--- src/rtl/cpu_pkg.sv ---
// Shared types for the accumulator core front end: decoded-op classes, operand
// flags, opcode constants and the byte-assembled instruction decoder.
package cpu_pkg;

    typedef enum logic [4:0] {
        OP_NOP     = 5'd0,
        OP_HALT    = 5'd1,
        OP_PUSH    = 5'd2,
        OP_POP     = 5'd3,
        OP_RET     = 5'd4,
        OP_NOT     = 5'd5,
        OP_OUTLO   = 5'd6,
        OP_SETDP   = 5'd7,
        OP_LOADI   = 5'd8,
        OP_LOAD    = 5'd9,
        OP_ADD     = 5'd10,
        OP_STORE   = 5'd11,
        OP_SUB     = 5'd12,
        OP_AND     = 5'd13,
        OP_OR      = 5'd14,
        OP_XOR     = 5'd15,
        OP_BR      = 5'd16,
        OP_CALL    = 5'd17,
        OP_IF      = 5'd18,
        OP_ILLEGAL = 5'd19
    } op_t;

    typedef enum logic [1:0] {SRC_NONE, SRC_IMM, SRC_RAM, SRC_IND} src_t;
    typedef enum logic [1:0] {REL_NONE, REL_DATA, REL_STACK} rel_t;
    typedef enum logic [2:0] {COND_NONE, COND_Z, COND_NZ, COND_ELSE, COND_NELSE} cond_t;
    typedef enum logic [1:0] {S_OP, S_ARG, S_DATA} asm_state_t;

    localparam logic [7:0] OPC_NOP   = 8'h00;
    localparam logic [7:0] OPC_HALT  = 8'h01;
    localparam logic [7:0] OPC_PUSH  = 8'h04;
    localparam logic [7:0] OPC_POP   = 8'h05;
    localparam logic [7:0] OPC_RET   = 8'h06;
    localparam logic [7:0] OPC_NOT   = 8'h07;
    localparam logic [7:0] OPC_OUTLO = 8'h08;
    localparam logic [7:0] OPC_SETDP = 8'h0A;
    localparam logic [7:0] OPC_LOADI = 8'h44;

    localparam logic [4:0] CLS_LOAD  = 5'b10000;
    localparam logic [4:0] CLS_ADD   = 5'b10001;
    localparam logic [4:0] CLS_STORE = 5'b10010;
    localparam logic [4:0] CLS_SUB   = 5'b10011;
    localparam logic [4:0] CLS_AND   = 5'b10100;
    localparam logic [4:0] CLS_OR    = 5'b10101;
    localparam logic [4:0] CLS_XOR   = 5'b10110;
    localparam logic [4:0] CLS_BR    = 5'b11000;
    localparam logic [4:0] CLS_CALL  = 5'b11010;
    localparam logic [4:0] CLS_IF    = 5'b11110;

    // rhs is kept at 16 bits in the queue; the top extends it to WORD_W at the head.
    typedef struct packed {
        op_t         op;
        logic [15:0] rhs;
        logic [1:0]  len;
        src_t        src;
        rel_t        rel;
        cond_t       cond;
        logic        is_loadi;
    } dec_entry_t;

    function automatic logic needs_data(input logic [7:0] b0);
        return b0[7] & ~b0[6] & b0[1];
    endfunction

    function automatic dec_entry_t decode(input logic [15:0] inst, input logic [7:0] data);
        dec_entry_t e;
        logic       one_arg;
        e       = '0;
        one_arg = 1'b0;
        e.len   = !inst[15] ? 2'd1 : (needs_data(inst[15:8]) ? 2'd3 : 2'd2);
        case (inst[10:8])
            3'b000:  e.rhs = {8'h00, inst[7:0]};
            3'b001:  e.rhs = {inst[7:0], 8'h00};
            3'b010:  e.rhs = {8'h00, data};
            3'b011:  e.rhs = {data, 8'h00};
            default: e.rhs = {8'h00, inst[7:0]};
        endcase
        if (!inst[15]) begin
            case (inst[15:8])
                OPC_NOP:   e.op = OP_NOP;
                OPC_HALT:  e.op = OP_HALT;
                OPC_PUSH:  e.op = OP_PUSH;
                OPC_POP:   e.op = OP_POP;
                OPC_RET:   e.op = OP_RET;
                OPC_NOT:   e.op = OP_NOT;
                OPC_OUTLO: e.op = OP_OUTLO;
                OPC_SETDP: e.op = OP_SETDP;
                OPC_LOADI: begin
                    e.op       = OP_LOADI;
                    e.src      = SRC_RAM;
                    e.rel      = REL_DATA;
                    e.is_loadi = 1'b1;
                end
                default:   e.op = OP_ILLEGAL;
            endcase
        end else begin
            case (inst[15:11])
                CLS_LOAD:  begin e.op = OP_LOAD;  one_arg = 1'b1; end
                CLS_ADD:   begin e.op = OP_ADD;   one_arg = 1'b1; end
                CLS_STORE: begin e.op = OP_STORE; one_arg = 1'b1; end
                CLS_SUB:   begin e.op = OP_SUB;   one_arg = 1'b1; end
                CLS_AND:   begin e.op = OP_AND;   one_arg = 1'b1; end
                CLS_OR:    begin e.op = OP_OR;    one_arg = 1'b1; end
                CLS_XOR:   begin e.op = OP_XOR;   one_arg = 1'b1; end
                CLS_BR:    begin e.op = OP_BR;   e.rhs = {{5{inst[10]}}, inst[10:0]}; end
                CLS_CALL:  begin e.op = OP_CALL; e.rhs = {{5{inst[10]}}, inst[10:0]}; end
                CLS_IF: begin
                    if (inst[10:2] == 9'd0) begin
                        e.op = OP_IF;
                        case (inst[1:0])
                            2'b00:   e.cond = COND_Z;
                            2'b01:   e.cond = COND_NZ;
                            2'b10:   e.cond = COND_ELSE;
                            default: e.cond = COND_NELSE;
                        endcase
                    end else begin
                        e.op = OP_ILLEGAL;
                    end
                end
                default:   e.op = OP_ILLEGAL;
            endcase
        end
        if (one_arg) begin
            if (!inst[10]) begin
                e.src = SRC_IMM;
            end else begin
                e.src = inst[8] ? SRC_IND : SRC_RAM;
                e.rel = inst[9] ? REL_STACK : REL_DATA;
            end
        end
        return e;
    endfunction

endpackage

--- src/rtl/sync_fifo.sv ---
// Single-clock FIFO with wrap-bit pointers, first-word fall-through read and
// a synchronous flush that overrides push and pop.
module sync_fifo #(
    parameter int WIDTH = 8,
    parameter int DEPTH = 2
) (
    input  logic             clk,
    input  logic             rst,
    input  logic             i_flush,
    input  logic             i_push,
    input  logic [WIDTH-1:0] i_data,
    input  logic             i_pop,
    output logic [WIDTH-1:0] o_data,
    output logic             o_empty,
    output logic             o_full
);
    localparam int AW = $clog2(DEPTH);
    localparam logic [AW:0] PTR_ONE = {{AW{1'b0}}, 1'b1};

    logic [AW:0]      r_wr_ptr;
    logic [AW:0]      r_rd_ptr;
    logic [WIDTH-1:0] r_mem [DEPTH];
    logic             w_do_push;
    logic             w_do_pop;

    assign o_empty   = (r_wr_ptr == r_rd_ptr);
    assign o_full    = (r_wr_ptr[AW] != r_rd_ptr[AW]) && (r_wr_ptr[AW-1:0] == r_rd_ptr[AW-1:0]);
    assign w_do_push = i_push & ~o_full & ~i_flush;
    assign w_do_pop  = i_pop & ~o_empty & ~i_flush;
    assign o_data    = r_mem[r_rd_ptr[AW-1:0]];

    // NOTE: sequential state uses non-blocking assignments so every flop samples pre-edge values.
    always_ff @(posedge clk or posedge rst) begin
        if (rst) begin
            r_wr_ptr <= '0;
            r_rd_ptr <= '0;
        end else if (i_flush) begin
            r_wr_ptr <= '0;
            r_rd_ptr <= '0;
        end else begin
            if (w_do_push) r_wr_ptr <= r_wr_ptr + PTR_ONE;
            if (w_do_pop)  r_rd_ptr <= r_rd_ptr + PTR_ONE;
        end
    end

    // NOTE: storage is not reset; the pointers alone define which entries are meaningful.
    always_ff @(posedge clk) begin
        if (w_do_push) r_mem[r_wr_ptr[AW-1:0]] <= i_data;
    end

endmodule

--- src/rtl/fetch_decode_queue.sv ---
// Assembles 1-3 byte instructions from the fetch stream, decodes them and
// queues the decoded entries for the execute stage.
module fetch_decode_queue
    import cpu_pkg::*;
#(
    parameter int WORD_W = 16,
    parameter int QDEPTH = 2
) (
    input  logic              clk,
    input  logic              rst,
    input  logic              flush,
    input  logic              byte_valid,
    input  logic [7:0]        byte_data,
    output logic              byte_ready,
    input  logic [WORD_W-1:0] accum,
    output logic              dec_valid,
    input  logic              dec_ready,
    output logic [4:0]        dec_op,
    output logic [WORD_W-1:0] dec_rhs,
    output logic [1:0]        dec_len,
    output logic [1:0]        dec_src,
    output logic [1:0]        dec_rel,
    output logic [2:0]        dec_cond
);
    localparam int ENTRY_W = $bits(dec_entry_t);

    asm_state_t         r_state;
    asm_state_t         w_state_next;
    logic [7:0]         r_b0;
    logic [7:0]         r_b1;
    logic [15:0]        w_inst;
    logic [7:0]         w_data;
    logic               w_accept;
    logic               w_push;
    logic               w_pop;
    logic               w_full;
    logic               w_empty;
    dec_entry_t         w_dec;
    dec_entry_t         w_head;
    logic [ENTRY_W-1:0] w_head_bits;

    assign byte_ready = ~rst & ~w_full & ~flush;
    assign w_accept   = byte_valid & byte_ready;

    // NOTE: every always_comb output gets a default first so no path can infer a latch.
    always_comb begin
        w_state_next = r_state;
        w_inst       = {byte_data, 8'h00};
        w_data       = 8'h00;
        w_push       = 1'b0;
        case (r_state)
            S_OP: begin
                if (w_accept) begin
                    if (byte_data[7]) w_state_next = S_ARG;
                    else              w_push       = 1'b1;
                end
            end
            S_ARG: begin
                w_inst = {r_b0, byte_data};
                if (w_accept) begin
                    if (needs_data(r_b0)) begin
                        w_state_next = S_DATA;
                    end else begin
                        w_push       = 1'b1;
                        w_state_next = S_OP;
                    end
                end
            end
            S_DATA: begin
                w_inst = {r_b0, r_b1};
                w_data = byte_data;
                if (w_accept) begin
                    w_push       = 1'b1;
                    w_state_next = S_OP;
                end
            end
            default: w_state_next = S_OP;
        endcase
        if (flush) w_state_next = S_OP;
    end

    assign w_dec = decode(w_inst, w_data);

    always_ff @(posedge clk or posedge rst) begin
        if (rst) begin
            r_state <= S_OP;
            r_b0    <= 8'h00;
            r_b1    <= 8'h00;
        end else begin
            r_state <= w_state_next;
            if (w_accept && r_state == S_OP)  r_b0 <= byte_data;
            if (w_accept && r_state == S_ARG) r_b1 <= byte_data;
        end
    end

    sync_fifo #(
        .WIDTH (ENTRY_W),
        .DEPTH (QDEPTH)
    ) u_queue (
        .clk     (clk),
        .rst     (rst),
        .i_flush (flush),
        .i_push  (w_push),
        .i_data  (w_dec),
        .i_pop   (w_pop),
        .o_data  (w_head_bits),
        .o_empty (w_empty),
        .o_full  (w_full)
    );

    assign w_head    = dec_entry_t'(w_head_bits);
    assign dec_valid = ~w_empty;
    assign w_pop     = dec_valid & dec_ready;

    // LOADI reads the live accumulator at the head rather than a captured copy.
    always_comb begin
        dec_op   = 5'd0;
        dec_rhs  = '0;
        dec_len  = 2'd0;
        dec_src  = 2'd0;
        dec_rel  = 2'd0;
        dec_cond = 3'd0;
        if (dec_valid) begin
            dec_op   = w_head.op;
            dec_len  = w_head.len;
            dec_src  = w_head.src;
            dec_rel  = w_head.rel;
            dec_cond = w_head.cond;
            if (w_head.is_loadi)
                dec_rhs = accum;
            else if (w_head.op == OP_BR || w_head.op == OP_CALL)
                dec_rhs = WORD_W'($signed(w_head.rhs));
            else
                dec_rhs = WORD_W'(w_head.rhs);
        end
    end

endmodule

--- config.mk ---
export PLATFORM = sky130hd
export DESIGN_NAME = fetch_decode_queue
export DESIGN_NICKNAME = d
export VERILOG_FILES = /design/src/rtl/cpu_pkg.sv /design/src/rtl/sync_fifo.sv /design/src/rtl/fetch_decode_queue.sv
export SDC_FILE = /design/constraint.sdc
export NUM_CORES = 1
export LEC_CHECK = 0
export ABC_AREA = 0
export BUFFER_PORTS_ARGS = -buffer_cell sky130_fd_sc_hd__buf_4
export CORE_ASPECT_RATIO = 0.75
export CORE_MARGIN = 4
export CORE_UTILIZATION = 35
export CTS_CLUSTER_DIAMETER = 100
export DETAILED_ROUTE_END_ITERATION = 16
export REMOVE_ABC_BUFFERS = 1
export SYNTH_ARGS = -nofsm -noshare
export SYNTH_HDL_FRONTEND = slang
export SYNTH_HIERARCHICAL = 1
export SYNTH_SLANG_ARGS = --single-unit
--- constraint.sdc ---
create_clock -name clk -period 8.62 [get_ports clk]
set_clock_uncertainty 0.2 [all_clocks]
set_input_delay 0.862 -clock clk [delete_from_list [all_inputs] [get_ports clk]]
set_output_delay 0.862 -clock clk [all_outputs]
set_load 0.03 [all_outputs]
==> results of run 1 <==
[power groups by stage]
| stage | Sequential [W] | Clock (W) | Combinational [W] |
|---|---|---|---|
| 2_1_floorplan | 0.000499 | 0 | 0.000180 |
| 3_3_place_gp | 0.000501 | 0 | 0.000255 |
| 3_5_place_dp | 0.000503 | 0 | 0.000260 |
| 4_1_cts | 0.000495 | 0.000354 | 0.000261 |
| 5_1_grt | 0.000499 | 0.000372 | 0.000285 |
| 6_report | 0.000496 | 0.000347 | 0.000261 |
[worst max-delay path by stage]
| stage | slack, ps | cells after the start | to | start |
|---|---|---|---|---|
| 6_report | 4760 | 7 | u_queue/r_mem[0][18]$_DFFE_PP_ | r_state[0]$_DFFE_PP0P_ |
| 3_5_place_dp | 4820 | 7 | u_queue/r_mem[1][20]$_DFFE_PP_ | r_state[0]$_DFFE_PP0P_ |
| 4_1_cts | 4800 | 7 | u_queue/r_mem[1][20]$_DFFE_PP_ | r_state[0]$_DFFE_PP0P_ |
| 3_3_place_gp | 4990 | 7 | u_queue/r_mem[0][20]$_DFFE_PP_ | r_state[0]$_DFFE_PP0P_ |
| 5_1_grt | 4490 | 7 | u_queue/r_mem[0][20]$_DFFE_PP_ | r_state[0]$_DFFE_PP0P_ |
| 2_1_floorplan | 2760 | 7 | u_queue/r_mem[1][0]$_DFFE_PP_ | u_queue/r_rd_ptr[0]$_DFFE_PP0P_ |
[cell families after synthesis]
family / Yosys count / synth area share (%)
adder cells (fa/ha/maj): 6 / 1.62
AO/OA/AOI/OAI: 76 / 13.5
multiplexers: 67 / 15.7
XOR/XNOR: 3 / 0.727
AND/OR/NAND/NOR: 113 / 12.9
buffers and inverters: 35 / 3.61
flip-flops: 84 / 51.9
[sequential cells by signal, indices dropped and copies added, names as in the netlist]
signal            cells
u_queue/r_mem        62
r_state               2
r_b1                  8
u_queue/r_wr_ptr      2
r_b0                  8
u_queue/r_rd_ptr      2
[metal layers]
metal	vias to the layer above	track usage, %	wire, um
met1	1601	21.1	5480
met3	7	4.22	656
li1	1549	-	-
met2	102	21.1	4630
met4	0	3.04	56
met5	-	0	0
[critical path: cells and delay by family (launching register included)]
family / cells / cell delay, ps
simple gates: 2 / 1060
fa+ha+maj: 1 / 770
compound gates: 2 / 710
buf+inv: 2 / 430
flops: 1 / 400
[stage by stage]
stage | setup WS (ps) | total power [W] | utilization, % | cell area, sq um
2_1_floorplan | 2760 | 0.000679 | - | 4530
3_3_place_gp | 4990 | 0.000757 | 40.3 | 5230
3_5_place_dp | 4820 | 0.000764 | 40.3 | 5230
4_1_cts | 4800 | 0.00111 | 42.4 | 5500
5_1_grt | 4490 | 0.00116 | 42.4 | 5500
6_report | 4760 | 0.00110 | 42.4 | 5500
[placed cells by master (no fill, tap or decap), types with 2 or more instances in the layout]
cell type	Yosys	routed
sky130_fd_sc_hd__a211oi_1	4	3
sky130_fd_sc_hd__a21oi_1	8	8
sky130_fd_sc_hd__a22o_1	13	13
sky130_fd_sc_hd__a22oi_1	10	10
sky130_fd_sc_hd__a2bb2oi_1	2	2
sky130_fd_sc_hd__a311oi_2	2	2
sky130_fd_sc_hd__and2_1	5	5
sky130_fd_sc_hd__and2b_2	2	2
sky130_fd_sc_hd__buf_4	4	63
sky130_fd_sc_hd__clkbuf_16	0	9
sky130_fd_sc_hd__clkinvlp_4	0	3
sky130_fd_sc_hd__dfrtp_1	22	22
sky130_fd_sc_hd__edfxtp_1	62	62
sky130_fd_sc_hd__ha_1	6	6
sky130_fd_sc_hd__inv_1	13	13
sky130_fd_sc_hd__mux2_2	48	48
sky130_fd_sc_hd__mux2i_1	19	19
sky130_fd_sc_hd__nand2_1	24	24
sky130_fd_sc_hd__nand2b_1	6	6
sky130_fd_sc_hd__nand3_1	5	5
sky130_fd_sc_hd__nand4_1	5	5
sky130_fd_sc_hd__nor2_1	33	32
sky130_fd_sc_hd__nor2b_1	19	19
sky130_fd_sc_hd__nor3_1	2	2
sky130_fd_sc_hd__o2111ai_1	2	2
sky130_fd_sc_hd__o211a_1	2	2
sky130_fd_sc_hd__o211ai_1	5	5
sky130_fd_sc_hd__o21ai_0	3	3
sky130_fd_sc_hd__o22ai_1	8	8
sky130_fd_sc_hd__o2bb2ai_1	3	3
[area by class of cell]
class	count	area, sq um	share of cell area (%)
Clock buffer	10	229	4.16
Clock inverter	6	40.0	0.728
Inverter	14	52.6	0.955
Multi-Input combinational cell	265	2080	37.8
Sequential cell	84	2410	43.8
Tap cell	171	214	3.89
Timing Repair Buffer	63	473	8.60
==> flow_summary.rst, run 1 <==
.. list-table::
   :header-rows: 1

   * - Metric
     - Value
   * - Final setup violating endpoints
     - 0
   * - Max-slew violations
     - 0
   * - Post-cts hold buffer count
     - 0
   * - Top cells by count, synth
     - sky130_fd_sc_hd__edfxtp_1, sky130_fd_sc_hd__mux2_2, sky130_fd_sc_hd__nor2_1
   * - Part of the total power dissipated in the clock network
     - 31.4%
   * - Total clock buffers created by CTS
     - 9
   * - Proportion of total power due to net switching
     - 30.0%
   * - Run status
     - completed
   * - Final total negative setup slack
     - 0 ps
   * - Register bit total from synthesis
     - 84
   * - Max-capacitance violation count
     - 0
   * - Largest stage delay on the critical path
     - 770 ps
   * - Fraction of layout instances using a drive strength above 1
     - ~32%
   * - Area share of the largest cell type after synthesis
     - ~40%
   * - Worst path most repeated cell
     - sky130_fd_sc_hd__inv_1
   * - Most repeated cell in the gate-level netlist after synthesis
     - sky130_fd_sc_hd__edfxtp_1
   * - Slew at the pin closest to its max-slew limit
     - 799 ps
   * - CTS HTree Levels
     - 3
   * - Vias in the first global route
     - around 3200
   * - Final cell count without fillers
     - slightly above 600
   * - Number of different library cells in the post-synthesis netlist
     - 62
   * - Insertion delay of the later-clocked pin in the worst-skew pair
     - 340 ps
   * - Die outline height
     - 108 um
   * - Average size of a mapped cell
     - 12.1 sq um
   * - Area delta synth->final
     - 18.4%
   * - CTS tree
     - yes
   * - Crit path arrival time
     - 3710 ps
   * - Power density over the cells
     - about 200 nW/um^2
   * - Row Count
     - 36
   * - Critical path data required time
     - 8470 ps
   * - GRT Residual Overflow
     - 0
   * - Worst-case reg-to-reg path depth
     - 7
   * - Reg-to-reg critical path endpoint
     - u_queue/r_mem[0][18]$_DFFE_PP_
   * - Routed wire length
     - 10.8 mm
   * - Setup CP Type
     - flip-flop to flip-flop
   * - Detailed-route via count
     - 3259
   * - CTS root buffer
     - sky130_fd_sc_hd__clkbuf_16
   * - Effective utilization at floorplan
     - 35.8%
   * - Global placer's final weighted congestion
     - 0.839
   * - Final worst path period share
     - 44.8%
   * - Final-stage net count
     - 472
   * - Post-layout min period
     - about 3900 ps
   * - Min-delay worst type
     - input pin to async pin
   * - Leading post-synthesis cells by cell area
     - sky130_fd_sc_hd__edfxtp_1, sky130_fd_sc_hd__dfrtp_1, sky130_fd_sc_hd__mux2_2
   * - Total core area
     - roughly 13000 sq um
   * - Cell area after synthesis
     - 4650 sq um
   * - Fraction of power consumed by sequential logic
     - 44.9%
   * - CTS clock-pin slew for the worst setup and hold paths
     - ~60 ps
   * - Capturing element type of the critical path
     - flip-flop
   * - Drt drc
     - 0
   * - Fill cell instance count of the final layout
     - ~1200
   * - Total iterations of the first detailed-routing run
     - 5
   * - Cell Int Power
     - 0.000772 W
   * - Cell with the largest stage delay on the worst path
     - sky130_fd_sc_hd__ha_1
   * - P_sw
     - 0.000332 W
   * - Combinational share of power
     - 23.7%
   * - Yosys synthesis warning count
     - 6
   * - Width of the die
     - 141 um
   * - Cell type with the highest aggregate area in the netlist
     - sky130_fd_sc_hd__edfxtp_1
   * - Number of setup buffers added after CTS
     - 0
   * - Number of antenna violations at the first check in global routing
     - 0
   * - Flop-to-flop setup slack
     - around 4800 ps
   * - Setup repair after global routing missed its margin
     - false
   * - Biggest fanout along the worst timing path
     - 24
   * - Most instantiated flip-flop cell in the synthesis netlist
     - sky130_fd_sc_hd__edfxtp_1
   * - Die area
     - 15200 sq um
   * - Final HPWL DP
     - 7.49 mm
   * - Sink Count
     - 84
   * - Setup crit start kind
     - flip-flop
   * - Fraction of registers with async set or reset after synthesis
     - 26.2%
   * - Critical path, cell by cell
     - inv_1, ha_1, inv_1, a2bb2oi_1, nand4_1, nand2_1, o22ai_1
   * - Number of gates given a new drive strength after cts
     - 0
   * - DRT iter0 DRCs
     - 280
   * - Global-route wire length before repair
     - 17.1 mm
   * - Number of nets with antenna violations after detailed routing
     - 0
   * - Port buffer count
     - 60
   * - Timing-limited maximum frequency
     - between 0.2 and 0.3 GHz
   * - Largest net degree at the start of global routing
     - 40
   * - Start of the worst register-to-register path
     - r_state[0]$_DFFE_PP0P_
   * - Vias per std cell
     - 5.32
   * - EDFF count, synth
     - 62
   * - Number of placed instances with taps included
     - just under 600
   * - Share of the yosys chip area belonging to registers
     - 51.9%
   * - VDD IR max
     - 0.000119 V
   * - Count of endpoints failing hold in the final timing report
     - 0
   * - Total I/O pin count
     - 61
   * - Detail-routed net length per standard cell
     - between 15 and 20 um
   * - Worst hold margin
     - 230 ps
   * - Maximum number of buffers from clock root to sink
     - 2
   * - Gr usage total
     - 14.4%
   * - Static leakage
     - 2.12 nW
   * - Gate count of the mapped netlist
     - 384
   * - Worst slew margin relative to its limit
     - 46.7%
   * - Diodes inserted
     - 0
No activity file was read; power rests on OpenSTA's default activity.
==> run 2, diff against run 1 <==
==> constraint.sdc (replaced) <==
create_clock -name clk -period 4 [get_ports clk]
set_clock_uncertainty 0.2 [all_clocks]
set_input_delay 0.4 -clock clk [delete_from_list [all_inputs] [get_ports clk]]
set_output_delay 0.4 -clock clk [all_outputs]
set_load 0.03 [all_outputs]
==> run 2 against run 1 <==
  * Via count hardly changed
  * First-iteration DRC count is 20% lower
  * Hold slack worse by 100 ps
  * Fmax is 19% higher
  * Critical path depth is 1 higher
  * Design area is 1.0% higher
  * Critical endpoint is now u_queue/r_mem[1][20]$_DFFE_PP_
==> flow_summary.rst, run 2 (synthesis results as in run 1) <==
.. list-table::
   :header-rows: 1

   * - Metric
     - Value
   * - Run status
     - completed
   * - Slew at the pin closest to its max-slew limit
     - 1040 ps (+241 ps)
   * - Commonest non-fill, non-tap cell in the layout
     - sky130_fd_sc_hd__buf_4
   * - Worst path most repeated cell
     - sky130_fd_sc_hd__inv_1
   * - Global placer's final weighted congestion
     - 0.882 (+5.2%)
   * - DRT iter0 DRCs
     - 225 (-20%)
   * - Total clock buffers created by CTS
     - 9 (unchanged)
   * - Row Count
     - 36 (unchanged)
   * - Width of the die
     - 141 um (unchanged)
   * - Final-stage net count
     - 475 (+0.64%)
   * - CTS tree
     - yes
   * - VDD IR max
     - 0.000196 V (+65%)
   * - Setup repair after global routing missed its margin
     - false
   * - Max-slew violations
     - 0 (unchanged)
   * - Commonest cells after routing, fill and taps aside
     - sky130_fd_sc_hd__buf_4, sky130_fd_sc_hd__edfxtp_1, sky130_fd_sc_hd__mux2_2
   * - Insertion delay of the later-clocked pin in the worst-skew pair
     - 340 ps (about the same)
   * - Setup crit start kind
     - flip-flop
   * - Fill cell instance count of the final layout
     - 1215 (-0.41%)
   * - P_sw
     - 0.000729 W (+120%)
   * - Die outline height
     - 108 um (unchanged)
   * - Total core area
     - 13000 sq um (unchanged)
   * - Vias per std cell
     - 5.29 (-0.52%)
   * - Drt drc
     - 0 (unchanged)
   * - Critical path's top delay family
     - compound AO/OA/AOI/OAI gates
   * - Combinational share of power
     - 22.7% (-1.0 points)
   * - Timing-limited maximum frequency
     - 0.309 GHz (+19%)
   * - Fraction of power consumed by sequential logic
     - 43.6% (-1.3 points)
   * - Static leakage
     - 2.15 nW (+1.5%)
   * - CTS root buffer
     - sky130_fd_sc_hd__clkbuf_16
   * - Final HPWL DP
     - 7.45 mm (-0.66%)
   * - Area delta synth->final
     - 19.6%
   * - Total I/O pin count
     - 61 (unchanged)
   * - Final core area utilization
     - 42.8% (+0.43 points)
   * - Largest net degree at the start of global routing
     - 39 (-2.5%)
   * - CTS clock-pin slew for the worst setup and hold paths
     - 60 ps (about the same)
   * - Die area
     - 15200 sq um (unchanged)
   * - Worst hold margin
     - 128 ps (-102 ps)
   * - Detailed-route via count
     - 3258 (-0.031%)
   * - Final worst path period share
     - 81.0% (+36 points)
   * - Total iterations of the first detailed-routing run
     - 5 (unchanged)
   * - Detail-routed net length per standard cell
     - 17.2 um (-2.5%)
   * - Number of nets with antenna violations after detailed routing
     - 0 (unchanged)
   * - Number of flip-flops under the largest register name
     - 62 (unchanged)
   * - GRT Residual Overflow
     - 0 (unchanged)
   * - Biggest fanout along the worst timing path
     - 14 (-42%)
   * - Largest stage delay on the critical path
     - 530 ps (-240 ps)
   * - Crit path arrival time
     - 3070 ps (-640 ps)
   * - Sink Count
     - 84 (unchanged)
   * - Max-capacitance violation count
     - 0 (unchanged)
   * - CTS HTree Levels
     - 3 (unchanged)
   * - Final setup violating endpoints
     - 0 (unchanged)
   * - Count of endpoints failing hold in the final timing report
     - 0 (unchanged)
   * - Proportion of total power due to net switching
     - 29.6% (-0.49 points)
   * - Cell with the largest stage delay on the worst path
     - sky130_fd_sc_hd__a2bb2oi_1
   * - Power density over the cells
     - 444 nW/um^2 (+120%)
   * - Cell Int Power
     - 0.00174 W (+130%)
   * - Setup CP Type
     - flip-flop to flip-flop
   * - Part of the total power dissipated in the clock network
     - 33.7% (+2.3 points)
   * - Routed wire length
     - 10.6 mm (-2.1%)
   * - Post-layout min period
     - 3240 ps (-621 ps)
   * - Number of gates given a new drive strength after cts
     - 0 (unchanged)
   * - Critical path data required time
     - 3830 ps (-4640 ps)
   * - Min-delay worst type
     - input pin to flip-flop
   * - Gr usage total
     - 14.5% (+0.091 points)
   * - Vias in the first global route
     - 3396 (+5.9%)
   * - Global-route wire length before repair
     - 17.5 mm (+2.1%)
   * - Capturing element type of the critical path
     - flip-flop
   * - Number of antenna violations at the first check in global routing
     - 0 (unchanged)
   * - Effective utilization at floorplan
     - 35.8% (unchanged)
   * - Critical path, cell by cell
     - inv_1, ha_1, inv_1, a2bb2oi_1, nand4_1, buf_4, nand2_1, o22ai_1
   * - Maximum number of buffers from clock root to sink
     - 2 (unchanged)
   * - Port buffer count
     - 60 (unchanged)
   * - Diodes inserted
     - 0 (unchanged)
   * - Worst slew margin relative to its limit
     - 30.6% (-16 points)
   * - Fraction of layout instances using a drive strength above 1
     - 32.8% (+0.46 points)
   * - Total buffers and inverters traversed by the critical path
     - 3 (+1)
## run 2: final timing paths
kind,start,to,slack (ps),depth (start not counted)
worst max register to register,r_state[0]$_DFFE_PP0P_,u_queue/r_mem[1][20]$_DFFE_PP_,760,8
worst min register to register,r_b1[3]$_DFFE_PP0P_,r_b1[3]$_DFFE_PP0P_,320,1
worst max-delay path,r_state[0]$_DFFE_PP0P_,u_queue/r_mem[1][20]$_DFFE_PP_,760,8
worst min-delay path,flush,u_queue/r_rd_ptr[0]$_DFFE_PP0P_,130,2
max in group asynchronous,rst,r_state[1]$_DFFE_PP0P_,2620,3
min in group asynchronous,rst,u_queue/r_rd_ptr[1]$_DFFE_PP0P_,330,3
## run 2: repair_timing
action,4_1_cts,5_1_grt
hold buffers,1,0
setup buffers,0,0
endpoints found under the hold margin,4,0
## run 2: cell type report
class | instances | area [sq um] | area share, %
tap | 171 | 214 | 3.85
multi-input combinational | 265 | 2080 | 37.4
clock inverter | 6 | 71.3 | 1.28
inverter | 14 | 52.6 | 0.946
sequential | 84 | 2410 | 43.4
clock buffer | 10 | 229 | 4.12
timing repair buffer | 66 | 498 | 8.96
## run 2: metrics by stage
stage / TNS (ps) / instance area, sq um / total power (W) / std cells / setup WS [ps]
2_1_floorplan: -57700 / 4530 / 0.00146 / 363 / -1860
3_3_place_gp: 0 / 5250 / 0.00164 / 599 / 915
3_5_place_dp: 0 / 5250 / 0.00165 / 599 / 818
4_1_cts: 0 / 5560 / 0.00248 / 616 / 776
5_1_grt: 0 / 5560 / 0.00258 / 616 / 520
6_report: 0 / 5560 / 0.00247 / 616 / 762
## run 2: power by group through the flow
stage	clock network, W	logic [W]	registers, W
6_report	0.000831	0.000561	0.00108
5_1_grt	0.000882	0.000616	0.00108
4_1_cts	0.000849	0.000561	0.00107
3_5_place_dp	0	0.000556	0.00109
3_3_place_gp	0	0.000546	0.00109
2_1_floorplan	0	0.000389	0.00108
## run 2: metal layers
layer | vias up | part of all wire [%] | global-route usage (%)
met3 | 9 | 5.9 | 4.00
met1 | 1588 | 49 | 20.3
li1 | 1550 | - | -
met4 | 0 | 0.86 | 2.97
met5 | - | 0 | 0
met2 | 111 | 44 | 22.7
